$ cat config.mk
export PLATFORM = sky130hd
export DESIGN_NAME = boot_load_ctrl
export DESIGN_NICKNAME = d
export VERILOG_FILES = /design/src/rtl/boot_load_ctrl_pkg.sv /design/src/rtl/boot_load_ctrl_sync_edge.sv /design/src/rtl/boot_load_ctrl.sv
export SDC_FILE = /design/constraint.sdc
export NUM_CORES = 1
export LEC_CHECK = 0
export BUFFER_PORTS_ARGS = -buffer_cell sky130_fd_sc_hd__clkbuf_2
export CAP_MARGIN = 40
export CORE_MARGIN = 2
export CORE_UTILIZATION = 47
export DETAILED_ROUTE_END_ITERATION = 8
export PLACE_DENSITY = 0.76
export SLEW_MARGIN = 0
export SYNTH_ARGS = -nofsm -noshare
export SYNTH_HDL_FRONTEND = slang
export SYNTH_HIERARCHICAL = 1
export SYNTH_SLANG_ARGS = --single-unit
export TNS_END_PERCENT = 100
$ cat constraint.sdc
create_clock -name clk -period 2.9 [get_ports clk]
set_input_delay 0.145 -clock clk [delete_from_list [all_inputs] [get_ports clk]]
set_output_delay 0.145 -clock clk [all_outputs]
set_load 0.02 [all_outputs]
$ cat src/rtl/boot_load_ctrl_pkg.sv
// boot_pkg: shared state encoding and default timing for the boot loader controller
package boot_pkg;
  typedef enum logic [1:0] {RUN = 2'd0, LOAD = 2'd1, HOLD = 2'd2} state_e;
  localparam logic [31:0] ADDR_ALL_ONES = 32'hFFFF_FFFF;
  localparam int DEF_ADDR_W = 32;
  localparam int DEF_MAX_WORDS = 1024;
  localparam int DEF_TIMEOUT_CYCLES = 2_000_000;
  localparam int DEF_HOLD_CYCLES = 16;
endpackage

$ cat src/rtl/boot_load_ctrl_sync_edge.sv
// sync_edge: 2-flop synchroniser with a registered rising-edge pulse, 3 clk from pin to pulse
module sync_edge (
  input  logic clk,
  input  logic rst,
  input  logic din,
  output logic pulse
);
  logic s1_q, s2_q, s3_q, pulse_q, pulse_d;
  always_comb pulse_d = s2_q & ~s3_q;
  always_ff @(posedge clk or posedge rst) begin
    if (rst) begin
      s1_q <= 1'b0;
      s2_q <= 1'b0;
      s3_q <= 1'b0;
      pulse_q <= 1'b0;
    end else begin
      s1_q <= din;
      s2_q <= s1_q;
      s3_q <= s2_q;
      pulse_q <= pulse_d;
    end
  end
  assign pulse = pulse_q;
endmodule

$ cat src/rtl/boot_load_ctrl.sv
// boot_load_ctrl: sequences the UART loader, drives the imem write port and holds the CPU in reset while loading
module boot_load_ctrl
  import boot_pkg::*;
#(
  parameter int ADDR_W = DEF_ADDR_W,
  parameter int MAX_WORDS = DEF_MAX_WORDS,
  parameter int TIMEOUT_CYCLES = DEF_TIMEOUT_CYCLES,
  parameter int HOLD_CYCLES = DEF_HOLD_CYCLES,
  parameter int TO_W = $clog2(TIMEOUT_CYCLES + 1)
) (
  input  logic              clk,
  input  logic              rst,
  input  logic              load_req,
  output logic              ld_enable,
  input  logic              ld_wr,
  input  logic [ADDR_W-1:0] ld_addr,
  input  logic [31:0]       ld_data,
  output logic              imem_we,
  output logic [ADDR_W-1:0] imem_addr,
  output logic [31:0]       imem_wdata,
  output logic              cpu_rst,
  output logic              busy,
  output logic              done,
  output logic              overflow,
  output logic [15:0]       word_count
);
  localparam int HC_W = $clog2(HOLD_CYCLES + 1);
  logic req_pulse;
  sync_edge u_sync (.clk(clk), .rst(rst), .din(load_req), .pulse(req_pulse));
  state_e state_q, state_d;
  logic ld_wr_q, ld_wr_d, we_q, we_d, ovf_q, ovf_d, done_q, done_d, en_q, en_d, cpu_q, cpu_d;
  logic [TO_W-1:0] idle_q, idle_d, idle_inc;
  logic [HC_W-1:0] hold_q, hold_d;
  logic [15:0] wc_q, wc_d;
  logic [ADDR_W-1:0] addr_q, addr_d;
  logic [31:0] wdata_q, wdata_d;
  logic wr_edge, artefact, in_range, timeout;
  assign wr_edge = (state_q == LOAD) && ld_wr && !ld_wr_q;
  assign artefact = ld_addr == ADDR_W'(ADDR_ALL_ONES);
  assign in_range = ld_addr < ADDR_W'(MAX_WORDS);
  assign timeout = idle_q == TO_W'(TIMEOUT_CYCLES - 1);
  assign idle_inc = (idle_q == TO_W'(TIMEOUT_CYCLES)) ? idle_q : idle_q + TO_W'(1);
  always_comb begin
    state_d = state_q;
    idle_d = idle_q;
    hold_d = hold_q;
    wc_d = wc_q;
    ovf_d = ovf_q;
    we_d = 1'b0;
    addr_d = addr_q;
    wdata_d = wdata_q;
    done_d = 1'b0;
    // a high ld_wr when the loader is first enabled must not look like an edge
    ld_wr_d = (state_q == LOAD) ? ld_wr : 1'b1;
    case (state_q)
      RUN: if (req_pulse) begin
        state_d = LOAD;
        wc_d = '0;
        ovf_d = 1'b0;
        idle_d = '0;
      end
      LOAD: if (req_pulse) state_d = RUN;
      else if (wr_edge && !artefact) begin
        idle_d = '0;
        if (in_range) begin
          we_d = 1'b1;
          addr_d = ld_addr;
          wdata_d = ld_data;
          wc_d = (&wc_q) ? wc_q : wc_q + 16'd1;
        end else ovf_d = 1'b1;
      end else begin
        idle_d = idle_inc;
        if (timeout && wc_q != '0) begin
          state_d = HOLD;
          hold_d = '0;
        end
      end
      HOLD: if (hold_q == HC_W'(HOLD_CYCLES - 1)) begin
        state_d = RUN;
        done_d = 1'b1;
      end else hold_d = hold_q + HC_W'(1);
      default: state_d = RUN;
    endcase
    en_d = state_d == LOAD;
    cpu_d = state_d != RUN;
  end
  always_ff @(posedge clk or posedge rst) begin
    if (rst) begin
      state_q <= RUN;
      ld_wr_q <= 1'b0;
      idle_q <= '0;
      hold_q <= '0;
      wc_q <= '0;
      ovf_q <= 1'b0;
      we_q <= 1'b0;
      addr_q <= '0;
      wdata_q <= '0;
      done_q <= 1'b0;
      en_q <= 1'b0;
      cpu_q <= 1'b0;
    end else begin
      state_q <= state_d;
      ld_wr_q <= ld_wr_d;
      idle_q <= idle_d;
      hold_q <= hold_d;
      wc_q <= wc_d;
      ovf_q <= ovf_d;
      we_q <= we_d;
      addr_q <= addr_d;
      wdata_q <= wdata_d;
      done_q <= done_d;
      en_q <= en_d;
      cpu_q <= cpu_d;
    end
  end
  assign ld_enable = en_q;
  assign cpu_rst = cpu_q;
  assign busy = cpu_q;
  assign done = done_q;
  assign overflow = ovf_q;
  assign word_count = wc_q;
  assign imem_we = we_q;
  assign imem_addr = addr_q;
  assign imem_wdata = wdata_q;
endmodule
==> results of run 1 <==
critical path: stages, from the launching register on:
cell and delay (ns):
dfrtp_1 0.43, ha_1 0.23, and2_1 0.20, nor3b_1 0.16, and3_1 0.21, o21a_1 0.44, or4_1 0.58, a21oi_1 0.16
worst paths after layout:
path	slack [ns]	from	depth (start not counted)	end
worst max-delay path	0.41	word_count[0]	7	word_count[5]
max in group asynchronous	1.86	rst	4	imem_addr[1]
worst min register to register	0.35	u_sync/s1_q	0	u_sync/s2_q
worst min-delay path	0.16	rst	3	u_sync/s3_q
min in group clk	0.17	ld_addr[19]	4	overflow
worst max register to register	0.41	word_count[0]	7	word_count[5]
cell type report:
type	instances	share of cell area, %
Clock buffer	22	6.45
Clock inverter	9	1.70
Timing Repair Buffer	206	17.7
Inverter	14	0.766
Sequential cell	118	40.1
Tap cell	143	2.43
Antenna cell	1	0.0340
Multi-Input combinational cell	307	30.8
placed cells by master (no fill, tap or decap), types with 5 or more instances in the layout:
| master | count |
|---|---|
| nor3_1 | 6 |
| xor2_1 | 8 |
| inv_1 | 13 |
| and2_1 | 24 |
| a21o_1 | 5 |
| ha_1 | 6 |
| dlygate4sd3_1 | 45 |
| xnor2_1 | 8 |
| clkbuf_2 | 153 |
| buf_4 | 6 |
| clkbuf_16 | 17 |
| mux2_2 | 15 |
| dfrtp_1 | 118 |
| nor4_1 | 9 |
| and3_1 | 8 |
| nand4_1 | 18 |
| mux2_4 | 27 |
| or4_1 | 13 |
| nand2_1 | 17 |
| nand3_1 | 20 |
| nor2_1 | 30 |
| a21oi_1 | 21 |
| nand2b_1 | 11 |
| o21ai_0 | 5 |
| o31ai_1 | 14 |
flip-flops by register name, indices dropped and copies added (netlist names):
signal and cells:
ld_enable 1, overflow 1, imem_we 1, imem_addr 32
imem_wdata 32, u_sync/s2_q 1, u_sync/s3_q 1, ld_wr_q 1
hold_q 5, word_count 16, idle_q 21, u_sync/s1_q 1
busy 1, state_q 2, u_sync/pulse 1, done 1
Yosys cell counts, types with 11 or more instances:
| cell | n |
|---|---|
| nor2_1 | 30 |
| mux2_4 | 27 |
| and2_1 | 24 |
| a21oi_1 | 21 |
| nand3_1 | 20 |
| nand4_1 | 18 |
| dfrtp_1 | 118 |
| inv_1 | 14 |
| mux2_2 | 15 |
| nand2_1 | 17 |
| nand2b_1 | 11 |
| or4_1 | 13 |
| o31ai_1 | 14 |
logic make-up (layout without fill, tap and decap cells):
family	count (synthesis)	count (layout)	share of synthesized area, %
XOR/XNOR	16	16	2.61
AO/OA/AOI/OAI	57	57	6.92
AND/OR/NAND/NOR	182	182	19.8
buffers and inverters	32	251	2.91
multiplexers	46	46	11.4
adder cells (fa/ha/maj)	6	6	1.40
flip-flops	118	118	55.0
other	0	1	0
metal layers:
layer  up-vias  share of wire, %  GRT usage, %
met2       222                50          43.5
met1      2262                39          30.8
met5         -                 0             0
li1       2079                 -             -
met3        59               7.2          8.20
met4         0               3.8          14.0
stage by stage:
| stage | area (sq um) | utilization (%) | cells | hold WS, ns | setup WS (ns) |
|---|---|---|---|---|---|
| final | 7350 | 65.2 | 820 | 0.165 | 0.411 |
| after global routing | 7350 | 65.2 | 820 | 0.184 | 0.251 |
| after CTS | 7350 | 65.2 | 819 | 0.143 | 0.429 |
| after detailed placement | 6300 | 55.9 | 743 | 0.0525 | 0.352 |
| after global placement | 6300 | 55.9 | 743 | 0.0485 | 0.403 |
| after floorplan | 5380 | - | 457 | -0.0889 | 0.589 |
power groups by stage:
stage	Clock [W]	Sequential (W)	Combinational, W
3_3_place_gp	0	0.00177	0.000367
6_report	0.00214	0.00175	0.000446
3_5_place_dp	0	0.00177	0.000380
2_1_floorplan	0	0.00179	0.000205
5_1_grt	0.00224	0.00175	0.000487
4_1_cts	0.00215	0.00175	0.000436
==> run_results.csv, run 1 <==
group,metric,value,unit
yosys,yosys_warnings,6,
timing,min_period,2.49,ns
global_route,grt_overflow,0,
power,switching_share,24.5,%
yosys,synth_top_area_cell,"dfrtp_1",
critical_path,arrival,2.83,ns
timing,slew-limit-headroom,48.6,%
clock_network,cts_buffers,17,
layout,multi_input_area,0.00226,sq mm
clock_network,ctsHoldBuffers,45,
floorplanning,die-area,0.0123,sq mm
routing,viasPerCell,5.64,
clock_network,cts_resized,0,
timing,worstMarginPinSlew,0.771,ns
floorplanning,die_w,111,um
power,leakagePower,3.76,nW
routing,drtPass1Iterations,5,
placement,gp_congestion,0.964,
status,status,"completed",
critical_path,crit_fanout,25,
power,netSwitchingPower,0.00106,W
timing,fin_crit_sh,85.8,%
floorplanning,io_pins,154,
clock_network,htreeDepth,4,
yosys,synth-seq-cells,118,
clock_network,cts-root-buf,"clkbuf_16",
placement,dp_hpwl,9.56,mm
yosys,synth_cell_type_count,47,
power,pwr-share-comb,10.3,%
routing,drcViolationCount,0,
routing,vias,4622,
power,seq_power_share,40.3,%
power,internal-power,0.00327,W
power,power,0.00433,W
global_route,grt_pass1_wl,25.4,mm
timing,drv_slew,0,
layout,fillers,832,
yosys,synth_area_leaders,"dfrtp_1 55%, mux2_4 7.5%, mux2_2 3.1%, and2_1 2.8%, nand4_1 2.1%",
clock_network,clk_path_buf_depth,2,
timing,max_freq,402,MHz
yosys,synth_area,0.00537,sq mm
critical_path,crit_type,"flop to flop",
clock_network,cts_tree,"built",
clock_network,clkTransAtPathRegs,0.05,ns
placement,io_buffers,153,
yosys,synth-seq-area-share,55.0,%
global_route,grt_max_degree,66,
timing,finalSetupTns,0,ns
yosys,netlist_instances,457,
critical_path,crit_path_start_kind,"flop",
routing,ant_nets,0,
floorplanning,die_h,111,um
timing,setup_viol,0,
global_route,antenna_found_initial,1,
yosys,synth_area_per_cell,11.8,sq um
clock_network,cts_setup_buffers,0,
floorplanning,fp.coreArea,0.0113,sq mm
yosys,synth_ff_type,"dfrtp_1",
layout,nets,738,
layout,seqCellArea,0.00295,sq mm
yosys,synth_edf_count,0,
critical_path,end_kind,"flop",
routing,drtIter0Drc,561,
run,maxCapViolCount,0,
floorplanning,start_util,47.7,%
clock_network,cts_num_sinks,118,
routing,drt-wirelength-per-cell,19.5,um
global_route,grt_usage,26.3,%
clock_network,insertion_delay,0.42,ns
yosys,syn-num-nets,531,
timing,hold_viol_final,0,
power,irDropWorstVdd,0.458,mV
yosys,synth_top_area_share,55.0,%
timing,clock_skew,0.0110,ns
critical_path,crit_required,3.24,ns
layout,drive_gt1_share,35.5,%
layout,area_growth,36.9,%
timing,rsz0062_at_grt,"no",
power,pwr_density_cell,589,mW/mm^2
routing,wirelength,16.0,mm
power,p_clk_share,49.4,%
yosys,synthArstFlopShare,100,%
floorplanning,rows,39,
global_route,grt_pass1_vias,4751,
min_path,hold_class,"input port to async pin",
(Power assumes the default switching activity.)
==> inputs of run 2 (changes only) <==
Settings changed: PLACE_DENSITY 0.76 to 0.74, REMOVE_ABC_BUFFERS set to 1.
==> run_results.csv, run 2 (synthesis results as in run 1) <==
group,metric,value,unit
routing,drtPass1Iterations,4,
timing,hold_viol_final,0,
clock_network,cts_resized,0,
placement,io_buffers,153,
min_path,hold_class,"input port to flop",
power,pwr-share-comb,9.6,%
routing,ant_nets,0,
clock_network,insertion_delay,0.42,ns
timing,clock_skew,0.00746,ns
layout,n_antenna_cell,0,
global_route,antenna_found_initial,0,
layout,final_core_util,65.6,%
routing,wirelength,14.0,mm
timing,max_freq,394,MHz
global_route,met2_usage,40.6,%
routing,vias,4453,
timing,worstMarginPinSlew,0.815,ns
layout,instances_no_fill,820,
floorplanning,start_util,47.7,%
critical_path,crit_fanout,7,
global_route,grt_pass1_wl,23.1,mm
critical_path,crit_path_start_kind,"flop",
routing,drcViolationCount,0,
global_route,grt_pass1_vias,4580,
placement,placed_cells,743,
timing,whs,0.157,ns
floorplanning,rows,39,
layout,layout_common_cells,"153 x clkbuf_2, 118 x dfrtp_1, 45 x dlygate4sd3_1",
global_route,top_usage_layer,"met2",
floorplanning,die-area,0.0123,sq mm
power,leakagePower,3.78,nW
floorplanning,fp.coreArea,0.0113,sq mm
clock_network,cts_tree,"built",
routing,drtIter0Drc,315,
critical_path,arrival,2.87,ns
routing,viasPerCell,5.43,
power,power,0.00446,W
placement,gp_congestion,0.894,
global_route,grt_max_degree,67,
clock_network,htreeDepth,4,
clock_network,clkTransAtPathRegs,0.05,ns
floorplanning,io_pins,154,
clock_network,ctsHoldBuffers,45,
status,status,"completed",
routing,drt-wirelength-per-cell,17.1,um
layout,final_common_cell,"clkbuf_2",
timing,drv_slew,0,
floorplanning,die_h,111,um
layout,area_growth,37.7,%
clock_network,cts_setup_buffers,0,
power,internal-power,0.00341,W
timing,setup_viol,0,
floorplanning,die_w,111,um
placement,dp_hpwl,9.12,mm
global_route,grt_overflow,0,
power,seq_power_share,39.1,%
power,netSwitchingPower,0.00105,W
power,p_clk_share,51.4,%
clock_network,cts_buffers,17,
timing,slew-limit-headroom,45.7,%
critical_path,crit_type,"flop to flop",
power,switching_share,23.6,%
power,pwr_density_cell,603,mW/mm^2
global_route,grt_use_met1,28.7,%
clock_network,clk_path_buf_depth,2,
global_route,grt_usage,23.5,%
timing,rsz0062_at_grt,"no",
timing,fin_crit_sh,87.5,%
power,irDropWorstVdd,0.448,mV
clock_network,cts-root-buf,"clkbuf_16",
critical_path,crit_required,3.24,ns
global_route,grt_util_met3,6.23,%
run,maxCapViolCount,0,
timing,finalSetupTns,0,ns
clock_network,cts_num_sinks,118,
layout,nets,738,
critical_path,end_kind,"flop",
layout,drive_gt1_share,35.6,%
timing,min_period,2.54,ns
[run 2: path summary, 6_finish.rpt]
check | startpoint | end | slack (ns) | cells past startpoint
setup / recovery | idle_q[9] | hold_q[3] | 0.36 | 6
hold / removal | ld_addr[19] | overflow | 0.16 | 4
setup reg to reg | idle_q[9] | hold_q[3] | 0.36 | 6
hold reg to reg | u_sync/s1_q | u_sync/s2_q | 0.35 | 0
max in group asynchronous | rst | word_count[4] | 1.77 | 4
min in group asynchronous | rst | u_sync/s1_q | 0.17 | 3
[run 2: critical path, stage by stage, from the launching register on]
cell and delay (ns):
dfrtp_1 0.46, or4b_2 0.68, nor4_1 0.30, and3_1 0.24
a31oi_1 0.21, or3_1 0.41, a21oi_1 0.16
[run 2: per-stage QoR]
step | setup WS [ns] | cell area, sq um
floorplan | -0.261 | 5270
global placement | 0.128 | 6300
detailed placement | -0.0182 | 6300
CTS | 0.372 | 7400
global route | 0.188 | 7400
finish | 0.364 | 7400
[run 2: final cells by class]
type                    instances  area (sq um)
clock buffers                  20           447
clock inverters                12           201
fillers                       788          3870
inverters                      14          55.1
multi-input cells             307          2260
flip-flops and latches        118          2950
well taps                     143           179
repair buffers                206          1300
[run 2: per-layer routing]
| layer | vias to the layer above | routed length, um |
|---|---|---|
| li1 | 2079 | - |
| met1 | 2199 | 5800 |
| met2 | 146 | 7180 |
| met3 | 29 | 671 |
| met4 | 0 | 357 |
| met5 | - | 0 |
[run 2: power groups by stage]
stage	combinational [W]	clock, W	sequential (W)
final	0.000427	0.00229	0.00174
after floorplan	0.000189	0	0.00179
after CTS	0.000427	0.00231	0.00174
after global placement	0.000360	0	0.00177
after detailed placement	0.000373	0	0.00177
after global routing	0.000476	0.00239	0.00175
==> inputs of run 3 (changes only) <==
Settings changed: CORE_UTILIZATION 47 to 52, PLACE_DENSITY 0.74 to 0.78, TNS_END_PERCENT 100 to 10.
Clock period 2.9 ns to 2.45 ns, I/O delays scaled along.
==> run_results.csv, run 3 (synthesis results as in run 1) <==
group,metric,value,unit
critical_path,timing.rr.end,"hold_q[4]",
placement,placed_cells,755,
clock_network,clkTransAtPathRegs,0.06,ns
global_route,grt_max_degree,66,
power,leakagePower,3.84,nW
layout,final_common_cell,"clkbuf_2",
routing,viasPerCell,5.80,
clock_network,htreeDepth,4,
min_path,hold_class,"input port to async pin",
run,maxCapViolCount,0,
timing,worstMarginPinSlew,0.622,ns
global_route,grt_usage,31.4,%
timing,drv_slew,0,
power,irDropWorstVdd,0.367,mV
floorplanning,rows,37,
floorplanning,io_pins,154,
timing,slew-limit-headroom,58.6,%
clock_network,cts_tree,"built",
critical_path,rr_worst_depth,9,
timing,hold_viol_final,0,
placement,place_ws,-0.226,ns
critical_path,crit_fanout,5,
timing,whs,0.0381,ns
routing,drcViolationCount,0,
routing,drtPass1Iterations,5,
layout,n_antenna_cell,0,
routing,ant_nets,0,
power,pwr_density_cell,666,mW/mm^2
clock_network,cts_num_sinks,118,
layout,seqCellArea,0.00295,sq mm
floorplanning,die-area,0.0112,sq mm
critical_path,crit_path_start_kind,"flop",
clock_network,cts_setup_buffers,0,
critical_path,crit_type,"flop to flop",
timing,max_freq,421,MHz
layout,drive_gt1_share,37.7,%
routing,wirelength,16.9,mm
routing,drt-wirelength-per-cell,20.2,um
layout,layout_common_cells,"153 x clkbuf_2, 118 x dfrtp_1, 47 x dlygate4sd3_1",
timing,rsz0062_at_grt,"no",
placement,dp_hpwl,9.89,mm
critical_path,regToRegSetupSlack,0.07,ns
global_route,grt_overflow,0,
global_route,antenna_found_initial,0,
timing,finalSetupTns,0,ns
global_route,grt_pass1_wl,27.0,mm
clock_network,cts_buffers,17,
placement,gp_congestion,0.886,
timing,clock_skew,0.0158,ns
critical_path,r2r-start,"word_count[0]",
clock_network,clk_path_buf_depth,2,
layout,area_growth,39.4,%
critical_path,crit_required,2.89,ns
timing,min_period,2.38,ns
timing,setup_viol,0,
critical_path,arrival,2.82,ns
layout,fillers,639,
timing,fin_crit_sh,97.0,%
status,status,"completed",
clock_network,cts-root-buf,"clkbuf_8",
floorplanning,die_w,106,um
layout,final_core_util,73.5,%
layout,multi_input_area,0.00228,sq mm
floorplanning,fp.coreArea,0.0102,sq mm
placement,io_buffers,153,
global_route,grt_pass1_vias,4983,
timing,worst_slack,0.0736,ns
routing,drtIter0Drc,416,
floorplanning,start_util,52.8,%
critical_path,end_kind,"flop",
layout,nets,759,
layout,instances_no_fill,834,
routing,vias,4841,
clock_network,insertion_delay,0.54,ns
floorplanning,die_h,106,um
run 3: cell count changes in the layout (fill, tap and decap cells not counted), sizes merged, moves of 2 or more:
cell,previous run,this run
buf,8,27
bufinv,5,1
clkinvlp,2,5
dlygate4sd3,45,47
run 3: area by class of cell:
| class | count | area share, % |
|---|---|---|
| timing repair buffer | 227 | 19.7 |
| tap | 136 | 2.27 |
| clock buffer | 21 | 6.13 |
| clock inverter | 11 | 1.34 |
| multi-input combinational | 307 | 30.4 |
| inverter | 14 | 0.735 |
| sequential | 118 | 39.4 |
run 3: worst max path at each step:
stage,from,end,cells past startpoint
2_1_floorplan,rst,busy,1
3_3_place_gp,ld_addr[10],imem_wdata[10],8
3_5_place_dp,ld_addr[10],imem_wdata[11],8
4_1_cts,idle_q[8],hold_q[3],6
5_1_grt,idle_q[8],hold_q[3],6
6_report,word_count[0],hold_q[4],9
run 3: report_power, final:
group | switching (W) | internal, W | total (W)
logic | 0.000338 | 0.000237 | 0.000576
registers | 0.0000667 | 0.00200 | 0.00207
clock network | 0.000919 | 0.00142 | 0.00234
total | 0.00132 | 0.00366 | 0.00499
run 3: timing repair:
item / 4_1_cts / 5_1_grt
setup endpoints to repair: 0 / 2
hold endpoints to repair: 88 / 0
hold buffers: 47 / 0
resized for setup: 0 / 2
run 3: routing by layer:
metal / track usage (%) / up-vias / routed length (um)
li1: - / 2124 / -
met1: 37.2 / 2394 / 6330
met2: 51.4 / 257 / 8270
met3: 10.3 / 66 / 1450
met4: 15.9 / 0 / 835
met5: 0 / - / 0
run 3: critical path, cell delays in order, from the launching register on:
cell and delay (ns):
dfrtp_1 0.45, inv_1 0.14, ha_1 0.17, nor4b_1 0.37, nand4_1 0.23, and3_1 0.27
a31oi_2 0.27, buf_4 0.18, inv_1 0.07, o21ai_0 0.15
run 3: stage by stage:
stage | total power, W | instance area, sq um
3_3_place_gp | 0.00256 | 6450
6_report | 0.00499 | 7490
5_1_grt | 0.00516 | 7490
2_1_floorplan | 0.00234 | 5270
3_5_place_dp | 0.00258 | 6450
4_1_cts | 0.00496 | 7480
